**config.mk**
```make
export PLATFORM = sky130hd
export DESIGN_NAME = risc_controller
export DESIGN_NICKNAME = d
export VERILOG_FILES = /design/src/rtl/rc_pkg.sv /design/src/rtl/rc_phase_counter.sv /design/src/rtl/risc_controller.sv
export SDC_FILE = /design/constraint.sdc
export NUM_CORES = 1
export LEC_CHECK = 0
export ABC_AREA = 0
export CORE_AREA = 5 5 42 44
export CTS_BUF_LIST = sky130_fd_sc_hd__clkbuf_16
export CTS_CLUSTER_DIAMETER = 150
export CTS_CLUSTER_SIZE = 20
export DETAILED_ROUTE_END_ITERATION = 10
export DIE_AREA = 0 0 47 49
export PLACE_DENSITY_LB_ADDON = 0.3
export SETUP_SLACK_MARGIN = 0.4
export SYNTH_ARGS = -nofsm -noshare
export SYNTH_HDL_FRONTEND = slang
export SYNTH_SLANG_ARGS = --single-unit
```
**constraint.sdc**
```tcl
create_clock -name clk -period 1.55 [get_ports clk]
set_input_delay 0.155 -clock clk [delete_from_list [all_inputs] [get_ports clk]]
set_output_delay 0.155 -clock clk [all_outputs]
set_load 0.02 [all_outputs]
```
**src/rtl/rc_pkg.sv**
```systemverilog
// Shared definitions for the RISC controller: opcodes, phase numbers,
// the control-strobe bundle and the ALU-operation decode helper.
package rc_pkg;

  // Instruction-register opcodes
  localparam logic [2:0] OP_HLT = 3'b000;
  localparam logic [2:0] OP_SKZ = 3'b001;
  localparam logic [2:0] OP_ADD = 3'b010;
  localparam logic [2:0] OP_AND = 3'b011;
  localparam logic [2:0] OP_XOR = 3'b100;
  localparam logic [2:0] OP_LDA = 3'b101;
  localparam logic [2:0] OP_STO = 3'b110;
  localparam logic [2:0] OP_JMP = 3'b111;

  // Instruction-cycle phases
  localparam logic [2:0] PH_INST_ADDR  = 3'd0;
  localparam logic [2:0] PH_INST_FETCH = 3'd1;
  localparam logic [2:0] PH_INST_LOAD  = 3'd2;
  localparam logic [2:0] PH_IDLE       = 3'd3;
  localparam logic [2:0] PH_OP_ADDR    = 3'd4;
  localparam logic [2:0] PH_OP_FETCH   = 3'd5;
  localparam logic [2:0] PH_ALU_OP     = 3'd6;
  localparam logic [2:0] PH_STORE      = 3'd7;

  // All control outputs grouped so the decoder can default them in one go
  typedef struct packed {
    logic sel;
    logic rd;
    logic wr;
    logic ld_ir;
    logic ld_ac;
    logic ld_pc;
    logic inc_pc;
    logic data_e;
    logic halt;
  } ctrl_t;

  localparam ctrl_t CTRL_NONE = '0;

  // Opcodes whose result comes from a memory operand through the ALU
  function automatic logic isALUOP(input logic [2:0] op);
    return (op == OP_ADD) || (op == OP_AND) || (op == OP_XOR) || (op == OP_LDA);
  endfunction

endpackage

```
**src/rtl/rc_phase_counter.sv**
```systemverilog
// Wrapping phase counter: advances by one when advance_i is set,
// holds otherwise, and returns to zero on a synchronous active-low reset.
module rc_phase_counter #(
  parameter int W = 3
) (
  input  logic         clk,
  input  logic         rst_n,
  input  logic         advance_i,
  output logic [W-1:0] count_o
);

  logic [W-1:0] count_q;
  logic [W-1:0] count_d;

  // Next count: natural wrap of the W-bit adder gives max -> 0 with no idle cycle
  always_comb begin
    count_d = count_q;
    if (advance_i) begin
      count_d = count_q + {{(W-1){1'b0}}, 1'b1};
    end
  end

  // Count register with reset taking priority over advance
  always_ff @(posedge clk) begin
    if (!rst_n) begin
      count_q <= '0;
    end else begin
      count_q <= count_d;
    end
  end

  assign count_o = count_q;

endmodule

```
**src/rtl/risc_controller.sv**
```systemverilog
// Eight-phase RISC CPU sequencer: a phase counter plus a halted flag,
// with all control strobes decoded combinationally from phase, opcode and zero.
module risc_controller
  import rc_pkg::*;
(
  input  logic       clk,
  input  logic       rst_n,
  input  logic       ena,
  input  logic [2:0] opcode,
  input  logic       zero,
  output logic       sel,
  output logic       rd,
  output logic       wr,
  output logic       ld_ir,
  output logic       ld_ac,
  output logic       ld_pc,
  output logic       inc_pc,
  output logic       data_e,
  output logic       halt,
  output logic [2:0] phase
);

  logic       halted_q;
  logic       halted_d;
  logic       halt_req;
  logic       advance;
  logic [2:0] phase_q;
  ctrl_t      ctrl;

  // A HLT seen in OP_ADDR freezes the phase there instead of moving on
  assign halt_req = (phase_q == PH_OP_ADDR) && (opcode == OP_HLT);
  assign advance  = ena && !halted_q && !halt_req;

  rc_phase_counter #(
    .W(3)
  ) u_phase (
    .clk      (clk),
    .rst_n    (rst_n),
    .advance_i(advance),
    .count_o  (phase_q)
  );

  // Halted flag is sticky: only reset clears it
  always_comb begin
    halted_d = halted_q;
    if (ena && halt_req) begin
      halted_d = 1'b1;
    end
  end

  // Halted flag register
  always_ff @(posedge clk) begin
    if (!rst_n) begin
      halted_q <= 1'b0;
    end else begin
      halted_q <= halted_d;
    end
  end

  // Strobe decode; opcode and zero only matter from OP_ADDR onwards
  always_comb begin
    ctrl = CTRL_NONE;
    unique case (phase_q)
      PH_INST_ADDR: begin
        ctrl.sel = 1'b1;
      end
      PH_INST_FETCH: begin
        ctrl.sel = 1'b1;
        ctrl.rd  = 1'b1;
      end
      PH_INST_LOAD, PH_IDLE: begin
        ctrl.sel   = 1'b1;
        ctrl.rd    = 1'b1;
        ctrl.ld_ir = 1'b1;
      end
      PH_OP_ADDR: begin
        ctrl.inc_pc = 1'b1;
        ctrl.halt   = (opcode == OP_HLT);
      end
      PH_OP_FETCH: begin
        ctrl.rd = isALUOP(opcode);
      end
      PH_ALU_OP: begin
        ctrl.rd     = isALUOP(opcode);
        ctrl.inc_pc = (opcode == OP_SKZ) && zero;
        ctrl.ld_pc  = (opcode == OP_JMP);
        ctrl.data_e = (opcode == OP_STO);
      end
      PH_STORE: begin
        ctrl.rd     = isALUOP(opcode);
        ctrl.ld_ac  = isALUOP(opcode);
        ctrl.inc_pc = (opcode == OP_JMP);
        ctrl.ld_pc  = (opcode == OP_JMP);
        ctrl.wr     = (opcode == OP_STO);
        ctrl.data_e = (opcode == OP_STO);
      end
      default: begin
        ctrl = CTRL_NONE;
      end
    endcase
    // Once halted, only the halt indication remains
    if (halted_q) begin
      ctrl      = CTRL_NONE;
      ctrl.halt = 1'b1;
    end
  end

  assign sel    = ctrl.sel;
  assign rd     = ctrl.rd;
  assign wr     = ctrl.wr;
  assign ld_ir  = ctrl.ld_ir;
  assign ld_ac  = ctrl.ld_ac;
  assign ld_pc  = ctrl.ld_pc;
  assign inc_pc = ctrl.inc_pc;
  assign data_e = ctrl.data_e;
  assign halt   = ctrl.halt;
  assign phase  = phase_q;

endmodule

```
# Word-level counts from Yosys, hierarchy flattened
# Index checks and enable logic that the tools add are counted.
# word_totals
register_bits,4
inputBits,7
out_inout_bits,12
elab_cells,44
# classes
add_sub_neg,1
eq_ne,14
muxes,10
n_reduce_logical,17
# ops
operator,n
"3-bit equality test, second input constant",8
"3-bit by 2-bit equality test with 1-bit output, second input constant",4
9-bit two-way mux,1
1-bit two-way mux,7
"3-bit by 1-bit equality test with 1-bit output, second input constant",2
3-bit zero test,2
3-bit OR reduction,2
1-bit logical AND,5
2-bit OR reduction,2
4-bit OR reduction,1
"3-bit by 1-bit adder with 3-bit output, second input constant",1
1-bit logical OR,3
1-bit case mux with 3 select lines,1
1-bit zero test,2
1-bit case mux with 2 select lines,1

# Logic depth before layout (Yosys ltp)
# depth
depth_word,6
depth_mapped,5
mapped_depth_nobuf,5

# Cells and area by module
# From an unflattened synthesis, not the netlist that was laid out.
# unflattened
hier_cells,37
area_unflattened_um2,291.5
# by_module_without_submodules
mod,n_inst,cells_each,area_each_um2,seq_area_each_um2
risc_controller,1,25,163.9,20.0
rc_phase_counter,1,12,127.6,60.1

# Least setup slack after synthesis
# Ideal clock, no wire load.
# synth_path
kind,register -> output
from,"reg u_phase.count_q[1], in the netlist u_phase.count_o[1]"
to,out ld_pc
t_arrival_ns,1.735
required_time_ns,1.395
setup_slack_ns,-0.340
path_stages_with_launch,5
n_path_buf,0
cell_sequence,dfxtp_1 ha_1 ha_1 a21oi_1 nor4b_1
# synth_via
elab_chain_cells,4
word_cells_on_any_way,5
classes_between,2 x eq/ne; 2 x mux; 1 x reduce/logical
# synth_lines
element,line_no,text
from (decl),rc_phase_counter.sv:12,logic [W-1:0] count_q;
from (signal assigned),rc_phase_counter.sv:28,count_q <= count_d;
3-bit equality test,risc_controller.sv:63,unique case (phase_q)
2-bit OR reduction (no line) (*),n/a,
1-bit two-way mux (*),n/a,
9-bit two-way mux (*),risc_controller.sv:102,if (halted_q) begin
to (decl),risc_controller.sv:16,"output logic ld_pc,"
# Every way passes the cells marked *; elsewhere a longest branch is shown, timed or not.

# Worst setup path in the final report
# layout_path
from,"reg u_phase.count_q[1], in the netlist u_phase.count_o[1]"
to,out rd
# layout_via
elab_chain_cells,4
word_cells_on_any_way,10
classes_between,6 x eq/ne; 2 x mux; 2 x reduce/logical
# layout_lines
element,line_no,text
"3-bit equality test, or another cell as far along",risc_controller.sv:63,
3-bit OR reduction (no line),n/a,
1-bit case mux with 2 select lines (*),risc_controller.sv:63,
9-bit two-way mux (*),risc_controller.sv:102,
to (decl),risc_controller.sv:12,"output logic rd,"
# Marks and branches as above.

==> impl_metrics.toml <==
[layout]
antennaDiodeCount = 0
mostFrequentLayoutCell = "buf_4"
drive_gt1_share_pct = 71.74
seq_area_um2 = 92.59
fin_area_um2 = 1051
final_cell_mix = "buf_4, nand2_1, buf_6"
final_nets = 107
syn_to_final_growth_pct = 145.6
final.fill_count = 109
multi_input_area_um2 = 529.3

[synthesis]
synth_xor_area_share_pct = 2.047
synth_top_family_by_area = "simple AND/OR/NAND/NOR gates"
synth_mux_area_share_pct = 4.678
syn_inst = 52
synth_area_um2 = 427.9
avgSynthCellArea_um2 = 8.229
synthDistinctLibCells = 26
ys_seq_area_share_pct = 18.71
yosys.area_share.simple_pct = 27.49
yosysWarningCount = 0
synth-seq-cells = 4
synth_fa_ha_area_share_pct = 20.47
synth_compound_area_share_pct = 22.22
synth_fp_nets = 66

[power]
power_frac_comb_pct = 34.5
swShare_pct = 28.03
power_density_nw_per_um2 = 785.4
internal-power_mw = 0.5941
max-vdd-ir-drop_v = 0.0007922
p_switching_mw = 0.2314
power.share.clock_pct = 49.7
share_seq_of_total_power_pct = 15.8
p_leak_nw = 0.4356

[global_route]
grt_pass1_wl_mm = 2.477
grt-ovfl-total = 0
grt_max_degree = 8
grt_pass1_vias = 570
antenna_found_initial = 0
gr-usage-all-layers_pct = 15.00

[sta]
fmax_mhz = 604.7
hold_viol_final = 0
finalSetupViolCount = 6
period_needed_ns = 1.654
fin_crit_sh_pct = 106.7
maxSlewViolCount = 0
rsz0062_at_grt = "true"
hold_ws_ns = 0.5907
relSlewSlack_pct = 83.09
worst_slack_ns = -0.1036
fin_skew_ns = 0.002415
final.setup.tns_ns = -0.4022
worst_pin_slew_ns = 0.2536

[setup_path]
critPathRequiredTime_ns = 1.39
start_kind = "register"
reg2reg_setup_slack_ns = 0.06
worst_setup_path_end_kind = "primary output"
r2r-end = "u_phase.count_o[2]$_SDFFE_PN0P_"
critical_path_class = "reg -> out"
r2r_cells = 7
worstReg2RegStart = "u_phase.count_o[0]$_SDFFE_PN0P_"
worstPathMaxFanout = 4
arrival_ns = 1.50

[drt]
routed_wl_mm = 1.632
vias_per_cell = 4.944
wl_per_cell_um = 15.11
dr_total_vias = 534
drc = 0
antenna_left = 0
dr.pass1.iters = 3
drt_iter0_drc = 9

[min_path]
min_from = "rst_n"
hold_path.class = "in -> reg"
min_to = "u_phase.count_o[2]$_SDFFE_PN0P_"
hold_depth = 3

[die]
die_w_um = 47
start_util_pct = 30.54
rows = 14
io_pins = 19
fp.dieH_um = 49
dieArea_um2 = 2303
core_area_um2 = 1401

[clock_network]
cts_tree = "yes"
cts_made_buffers = 3
holdBufCountCts = 0
cts_max_level = 1
clk_transition_reported_paths_ns = 0.03
clkLatencyLatePin_ns = 0.23
cts_sinks = 4
clock-root-buffer = "clkbuf_16"
clockBufferDepth = 2

[placed_design]
post-dp-hpwl_mm = 1.066
placed_area_um2 = 873.3
finalWeightedCongestion = 0.8332
port_buffers = 18
dpl_worst_slack_ns = -0.5329

[run_status]
violations = "negative setup slack"
outcome = "complete, but fails checks"

[run]
maxCapViolCount = 0
logic make-up (layout without fill, tap and decap cells):
family / count (synthesis) / count (layout)
adder cells (fa/ha/maj): 7 / 7
buffers and inverters: 5 / 45
XOR/XNOR: 1 / 1
flip-flops: 4 / 4
multiplexers: 2 / 2
AO/OA/AOI/OAI: 12 / 12
AND/OR/NAND/NOR: 21 / 21
worst max path at each step:
stage / start / endpoint / slack [ns]
after floorplan: u_phase.count_o[0]$_SDFFE_PN0P_ / rd / 0.20
after global placement: opcode[2] / rd / -0.52
after detailed placement: opcode[2] / rd / -0.53
after CTS: u_phase.count_o[0]$_SDFFE_PN0P_ / rd / -0.12
after global routing: u_phase.count_o[0]$_SDFFE_PN0P_ / rd / -0.15
final: u_phase.count_o[1]$_SDFFE_PN0P_ / rd / -0.10
per-layer routing:
layer  wire [um]  global-route usage (%)
met5           0                       0
met4          48                   7.373
met3          79                       0
met2         944                   29.19
met1         559                   14.95
metrics by stage:
| stage | std cells | utilization [%] | power [mW] |
|---|---|---|---|
| floorplan | 52 | - | 0.2633 |
| global placement | 101 | 62.32 | 0.3760 |
| detailed placement | 101 | 62.32 | 0.3806 |
| CTS | 106 | 70.98 | 0.8085 |
| global route | 108 | 75.00 | 0.8661 |
| finish | 108 | 75.00 | 0.8255 |
worst max-delay path: stages (launching register included):
cell and delay [ns]:
dfxtp_4 0.39, inv_4 0.06, ha_4 0.16, or2_4 0.25, a21oi_4 0.19, a211oi_4 0.08, buf_6 0.14
power groups by stage:
| stage | clock (mW) | sequential [mW] | combinational (mW) |
|---|---|---|---|
| floorplan | 0 | 0.133 | 0.130 |
| global placement | 0 | 0.124 | 0.252 |
| detailed placement | 0 | 0.124 | 0.257 |
| CTS | 0.416 | 0.128 | 0.264 |
| global route | 0.428 | 0.133 | 0.305 |
| finish | 0.410 | 0.130 | 0.285 |
cell usage after synthesis:
cell,number,area [um^2]
nand2_1,6,22.52
nand4_1,1,6.260
nor3_1,1,5.000
o21a_1,1,7.510
nand3_1,1,5.000
inv_1,4,15.01
dfxtp_1,4,80.08
a211oi_1,1,7.510
nor4_1,2,12.51
o21ba_2,1,10.01
a21oi_1,4,20.02
nand2_2,1,6.260
o21ai_0,2,10.01
a31oi_1,1,6.260
o41a_4,1,21.27
nor4b_1,1,8.760
ha_1,7,87.58
nor2b_1,2,12.51
a211oi_2,1,12.51
or2_2,2,12.51
and4bb_2,1,12.51
clkbuf_1,1,3.750
nand2b_1,1,6.260
mux2i_1,2,20.02
nor2_1,2,7.510
xor2_1,1,8.760
layout make-up:
cell class | instances | area share (%)
Multi-Input combinational cell | 43 | 50.36
Timing Repair Buffer | 37 | 29.29
Sequential cell | 4 | 8.810
Clock buffer | 3 | 7.143
Inverter | 4 | 2.143
Tap cell | 16 | 1.905
Clock inverter | 1 | 0.3571
sequential cells by signal, indices dropped and copies added (netlist names):
name	cells
u_phase.count_o	3
halted_q	1
what timing repair did:
action / CTS / global route
pin swaps: 4 / 12
buffers inserted: 1 / 2
setup endpoints to repair: 16 / 15
resized for setup: 69 / 12
cloned: 0 / 0
(Power assumes the default switching activity.)
